==> src/rtl/calc_pkg.sv <==
// Shared constants, FSM encoding and helpers for the calculator result path.
package calc_pkg;

  localparam int RES_W   = 32;
  localparam int NUM_DIG = 10;
  localparam int BCD_W   = 4 * NUM_DIG;

  localparam logic [7:0] CH_ZERO  = 8'h30;
  localparam logic [7:0] CH_MINUS = 8'h2D;
  localparam logic [7:0] CH_CR    = 8'h0D;
  localparam logic [7:0] CH_LF    = 8'h0A;

  typedef enum logic [2:0] {
    ST_IDLE,
    ST_CONV,
    ST_SEND_SIGN,
    ST_SEND_DIG,
    ST_SEND_CR,
    ST_SEND_LF
  } state_t;

  // Index of the most significant nonzero BCD digit; 0 when all digits are zero.
  function automatic logic [3:0] msd_index(input logic [BCD_W-1:0] bcd);
    logic [3:0] idx;
    idx = 4'd0;
    for (int i = 0; i < NUM_DIG; i++)
      if (bcd[i*4 +: 4] != 4'd0) idx = 4'(i);
    return idx;
  endfunction

endpackage

==> src/rtl/bin2bcd_seq.sv <==
// Sequential double-dabble: 32 shift/adjust cycles after start, then a done pulse.
module bin2bcd_seq
  import calc_pkg::*;
(
  input  logic             clk,
  input  logic             n_rst,
  input  logic             start,
  input  logic [RES_W-1:0] bin_in,
  output logic [BCD_W-1:0] bcd_out,
  output logic             done
);

  logic [RES_W-1:0] bin_sr;
  logic [BCD_W-1:0] bcd_adj;
  logic [4:0]       cnt;
  logic             run;

  for (genvar g = 0; g < NUM_DIG; g++) begin : g_dig
    assign bcd_adj[g*4 +: 4] = (bcd_out[g*4 +: 4] >= 4'd5) ? bcd_out[g*4 +: 4] + 4'd3
                                                           : bcd_out[g*4 +: 4];
  end

  always_ff @(posedge clk or negedge n_rst) begin
    if (!n_rst) begin
      bin_sr  <= '0;
      bcd_out <= '0;
      cnt     <= '0;
      run     <= 1'b0;
      done    <= 1'b0;
    end else begin
      done <= 1'b0;
      if (start) begin
        bin_sr  <= bin_in;
        bcd_out <= '0;
        cnt     <= '0;
        run     <= 1'b1;
      end else if (run) begin
        bcd_out <= {bcd_adj[BCD_W-2:0], bin_sr[RES_W-1]};
        bin_sr  <= {bin_sr[RES_W-2:0], 1'b0};
        cnt     <= cnt + 5'd1;
        if (cnt == 5'd31) begin
          run  <= 1'b0;
          done <= 1'b1;
        end
      end
    end
  end

endmodule

==> src/rtl/res_ascii_tx.sv <==
// Captures an arithmetic result and streams it as decimal ASCII (sign, digits, CR LF)
// over a valid/ready byte interface.
module res_ascii_tx
  import calc_pkg::*;
#(
  parameter bit SIGNED = 1'b1,
  parameter bit EOL    = 1'b1
) (
  input  logic             clk,
  input  logic             n_rst,
  input  logic [RES_W-1:0] res_in,
  input  logic             res_valid,
  output logic [7:0]       tx_data,
  output logic             tx_valid,
  input  logic             tx_ready,
  output logic             busy
);

  state_t           state, state_d;
  logic [3:0]       ptr, ptr_d;
  logic             neg, neg_d;
  logic [7:0]       tx_data_d;
  logic             tx_valid_d;
  logic             start, conv_done, xfer;
  logic [RES_W-1:0] mag;
  logic [BCD_W-1:0] bcd;

  assign start = (state == ST_IDLE) && res_valid;
  assign xfer  = tx_valid && tx_ready;
  assign busy  = (state != ST_IDLE);
  // Two's-complement negate as unsigned, so 0x8000_0000 maps to 2147483648.
  assign mag   = (SIGNED && res_in[RES_W-1]) ? (~res_in + 32'd1) : res_in;

  bin2bcd_seq u_b2b (
    .clk     (clk),
    .n_rst   (n_rst),
    .start   (start),
    .bin_in  (mag),
    .bcd_out (bcd),
    .done    (conv_done)
  );

  always_ff @(posedge clk or negedge n_rst) begin
    if (!n_rst) begin
      state    <= ST_IDLE;
      ptr      <= 4'd0;
      neg      <= 1'b0;
      tx_data  <= 8'h00;
      tx_valid <= 1'b0;
    end else begin
      state    <= state_d;
      ptr      <= ptr_d;
      neg      <= neg_d;
      tx_data  <= tx_data_d;
      tx_valid <= tx_valid_d;
    end
  end

  always_comb begin
    state_d = state;
    ptr_d   = ptr;
    neg_d   = neg;
    case (state)
      ST_IDLE: if (res_valid) begin
        state_d = ST_CONV;
        neg_d   = SIGNED && res_in[RES_W-1];
      end
      ST_CONV: if (conv_done) begin
        state_d = neg ? ST_SEND_SIGN : ST_SEND_DIG;
        ptr_d   = msd_index(bcd);
      end
      ST_SEND_SIGN: if (xfer) state_d = ST_SEND_DIG;
      ST_SEND_DIG: if (xfer) begin
        if (ptr == 4'd0) state_d = EOL ? ST_SEND_CR : ST_IDLE;
        else             ptr_d   = ptr - 4'd1;
      end
      ST_SEND_CR: if (xfer) state_d = ST_SEND_LF;
      ST_SEND_LF: if (xfer) state_d = ST_IDLE;
      default:    state_d = ST_IDLE;
    endcase
  end

  // Outputs are decoded from the next state and registered, so a stalled byte holds.
  always_comb begin
    tx_valid_d = 1'b0;
    tx_data_d  = 8'h00;
    case (state_d)
      ST_SEND_SIGN: begin tx_valid_d = 1'b1; tx_data_d = CH_MINUS; end
      ST_SEND_DIG:  begin tx_valid_d = 1'b1; tx_data_d = CH_ZERO + {4'h0, bcd[{ptr_d, 2'b00} +: 4]}; end
      ST_SEND_CR:   begin tx_valid_d = 1'b1; tx_data_d = CH_CR; end
      ST_SEND_LF:   begin tx_valid_d = 1'b1; tx_data_d = CH_LF; end
      default:      ;
    endcase
  end

endmodule

==> config.mk <==
export PLATFORM = sky130hd
export DESIGN_NAME = res_ascii_tx
export DESIGN_NICKNAME = d
export VERILOG_FILES = /design/src/rtl/calc_pkg.sv /design/src/rtl/bin2bcd_seq.sv /design/src/rtl/res_ascii_tx.sv
export SDC_FILE = /design/constraint.sdc
export NUM_CORES = 1
export LEC_CHECK = 0
export ABC_AREA = 1
export CAP_MARGIN = 20
export CELL_PAD_IN_SITES_DETAIL_PLACEMENT = 0
export CELL_PAD_IN_SITES_GLOBAL_PLACEMENT = 2
export CORE_UTILIZATION = 34
export CTS_CLUSTER_DIAMETER = 50
export CTS_CLUSTER_SIZE = 12
export DETAILED_ROUTE_END_ITERATION = 10
export PLACE_DENSITY_LB_ADDON = 0.1
export SETUP_SLACK_MARGIN = 0.05
export SKIP_CTS_REPAIR_TIMING = 1
export SLEW_MARGIN = 20
export SYNTH_ARGS = -nofsm -noshare
export SYNTH_HDL_FRONTEND = slang
export SYNTH_HIERARCHICAL = 1
export SYNTH_SLANG_ARGS = --single-unit
export TNS_END_PERCENT = 10
==> constraint.sdc <==
create_clock -name clk -period 2.3 [get_ports clk]
set_input_delay 0.46 -clock clk [delete_from_list [all_inputs] [get_ports clk]]
set_output_delay 0.46 -clock clk [all_outputs]
set_load 0.005 [all_outputs]
==> impl_metrics.csv <==
group,metric,value,unit
logic_synthesis,synth.avg_cell_area,7.15,um^2
timing,finalHoldViolations,0,
global_routing,gr-usage-all-layers,18.8,%
placed_design,post-place-ws,-757,ps
worst_setup_path,cp_top_family,"simple AND/OR/NAND/NOR gates",
logic_synthesis,ys.flop_type,"dfrtp_1",
cts,clk_pin_slew_worst_paths,70,ps
floorplan,io-pin-count,46,
run_status,run_status,"complete, but fails checks",
routing,dr.pass1.iters,8,
placed_design,dpl.hpwl,12.7,mm
power_and_ir_drop,p_int,0.00545,W
power_and_ir_drop,finalPower,0.0100,W
layout,stdcell_count,1240,
worst_hold_path,hp-class,"in2async",
worst_setup_path,cp.required,2540,ps
logic_synthesis,synth_edf_count,0,
logic_synthesis,ys_warn_count,6,
power_and_ir_drop,p_leak,4.16,nW
cts,htree_levels,3,
logic_synthesis,synthCells,893,
timing,period_minus_slack,2340,ps
layout,fillers,1852,
layout,regArea,2350,um^2
timing,min_period_over_period,102,%
worst_setup_path,cp.arrival,2580,ps
routing,post_drt_wl_per_cell,14.0,um
cts,clock-sinks,94,
timing,fin_skew,7.55,ps
timing,max_freq,0.428,GHz
worst_setup_path,critPathLaunchType,"input pin",
power_and_ir_drop,pwr-share-clk,15.4,%
routing,wirelength,17.4,mm
layout,final_nets,1066,
timing,rsz0062_at_grt,"true",
layout,multi_input_area,3550,um^2
layout,drive_gt1_share,14.1,%
routing,dr.first_iter.drc_count,257,
power_and_ir_drop,switching_share,45.7,%
routing,avgViaCountPerCell,5.01,
power_and_ir_drop,irDropWorstVdd,455,uV
worst_setup_path,crit_fanout,4,
worst_setup_path,rr_startpoint,"ptr[1]$_DFF_PN0_",
routing,ant_nets,0,
placed_design,gp_congestion,0.841,
cts,cts_buffers,9,
worst_setup_path,cp_common_cell,"nor3_4",
cts,clkLatencyLatePin,360,ps
power_and_ir_drop,seqPwrFrac,29.1,%
logic_synthesis,async_flop_share,100,%
layout,fin_util,44.1,%
floorplan,die_w,139,um
power_and_ir_drop,power_density,1250,nW/um^2
worst_setup_path,end_kind,"flop",
layout,area_delta_synth_final,25.8,%
run,maxCapViolCount,0,
logic_synthesis,ys_seq_area_share,36.8,%
global_routing,grt_pass1_vias,6111,
layout,diodes,0,
cts,clockBufferDepth,2,
layout,layout_commonest_cell,"nand2_1",
layout,final_cell_mix,"283 x nand2_1, 108 x inv_1, 94 x dfrtp_1",
routing,num_vias,6210,
floorplan,row_count,49,
cts,tritoncts,"built",
timing,setup_violations,2,
run_status,violations,"design-rule violations, negative setup slack",
worst_setup_path,max_stage_delay,420,ps
placed_design,dp.cells,1221,
routing,drc,1,
cts,clock-root-buffer,"clkbuf_16",
floorplan,die_h,139,um
worst_setup_path,cp_slowest_cell,"or3_4",
global_routing,grt_first_pass_wirelength,29.5,mm
floorplan,dieArea,19300,um^2
global_routing,grt_max_degree,43,
worst_setup_path,crit_path_cell_trace,"buf_6, buf_6, nor3_4, nand2_2, nor3_4, nand4_2, or3_4, nor3_4, nand4_2, nand2_2, xnor2_2, a22oi_1, nand2_1",
power_and_ir_drop,p_comb_share,55.5,%
timing,setup_ws,-37.8,ps
logic_synthesis,synth_cell_types,42,
power_and_ir_drop,p_switching,0.00458,W
logic_synthesis,synth-seq-cells,94,
logic_synthesis,syn_area,6380,um^2
worst_setup_path,crit_type,"in2reg",
timing,whs,52.1,ps
global_routing,antenna_found_initial,0,
global_routing,overflow,0,
floorplan,initial_core_util,35.1,%
timing,slew_violations,0,
placed_design,port_buffers,43,
worst_setup_path,crit_path_start,"res_in[0]",
floorplan,core-area,18200,um^2
worst_setup_path,crit_buf_inv,2,
[final timing paths]
path                                                 end  slack (ps)  cells past startpoint
max reg2reg                         tx_data[3]$_DFF_PN0_         120                     16
min reg2reg                 u_b2b/bin_sr[24]$_DFFE_PN0P_         480                      2
max                         u_b2b/bin_sr[27]$_DFFE_PN0P_         -40                     13
min in group clk             u_b2b/bin_sr[0]$_DFFE_PN0P_         450                      4
min                        u_b2b/bcd_out[23]$_DFFE_PN0P_          50                      1
max in group asynchronous  u_b2b/bcd_out[35]$_DFFE_PN0P_        1560                      2
[cells by family after synthesis]
group                      count (synthesis)  share of synthesized area [%]
and+or+nand+nor                          489                           34.1
buffers and inverters                    140                           8.82
AOI/OAI and AO/OA                        116                           11.5
DFF                                       94                           36.8
xor gates and xnor gates                  29                           3.98
adders and majority gates                 24                           4.70
other                                      1                         0.0587
[through the flow]
step	instance area, um^2	TNS, ps
floorplan	6390	0
global placement	7630	-10620
detailed placement	7630	-12020
CTS	7930	-3330
global route	8030	-1020
finish	8030	-54.7
[synth_stat cells (2+ instances only)]
library cell	number	share of area [%]
o22ai_1	10	0.98
nand2_1	284	17
nand2_2	4	0.39
nor3_1	8	0.63
a22oi_1	30	3.5
xor2_1	20	2.7
o21ai_1	4	0.31
inv_1	111	6.5
nand4_1	25	2.4
nor2_1	48	2.8
inv_2	2	0.12
nor3_4	2	0.51
o211ai_1	7	0.82
nand3_1	94	7.4
and2_1	2	0.20
or2_2	2	0.20
dfrtp_1	94	37
a21oi_1	20	1.6
o21ai_0	26	2.0
xnor2_1	9	1.2
nor2_2	3	0.29
clkbuf_1	8	0.47
o21bai_1	10	1.2
nor4_1	6	0.59
a31oi_1	4	0.39
buf_4	3	0.35
buf_2	15	1.2
a22o_1	2	0.27
nor2_4	3	0.53
ha_1	24	4.7
nand4_2	2	0.39
[power by group through the flow]
| stage | logic (W) | registers [W] | clock network, W |
|---|---|---|---|
| final | 0.00556 | 0.00292 | 0.00155 |
| after CTS | 0.00557 | 0.00293 | 0.00161 |
| after global routing | 0.00639 | 0.00302 | 0.00167 |
| after global placement | 0.00543 | 0.00294 | 0 |
| after floorplan | 0.00364 | 0.00296 | 0 |
| after detailed placement | 0.00554 | 0.00295 | 0 |
[flip-flops by register name, summed over array words and instances (netlist names)]
name,cells
u_b2b/run,1
u_b2b/bcd_out,40
ptr,4
u_b2b/bin_sr,32
tx_data,6
tx_valid,1
u_b2b/done,1
u_b2b/cnt,5
neg,1
state,3
[final cells by class]
cell class	instances	share of cell area, %
Clock buffer	9	2.80
Clock inverter	7	0.919
Inverter	113	5.28
Multi-Input combinational cell	660	44.2
Sequential cell	94	29.3
Tap cell	229	3.57
Timing Repair Buffer	128	14.0
[metal layers]
metal	share of wire, %	track usage [%]	wire length, um
met5	0	0	0
met1	46	23.2	7900
met3	3.9	3.63	682
met2	49	33.3	8530
met4	1.4	5.26	246
Note: power is estimated with default switching activity, not from simulation.
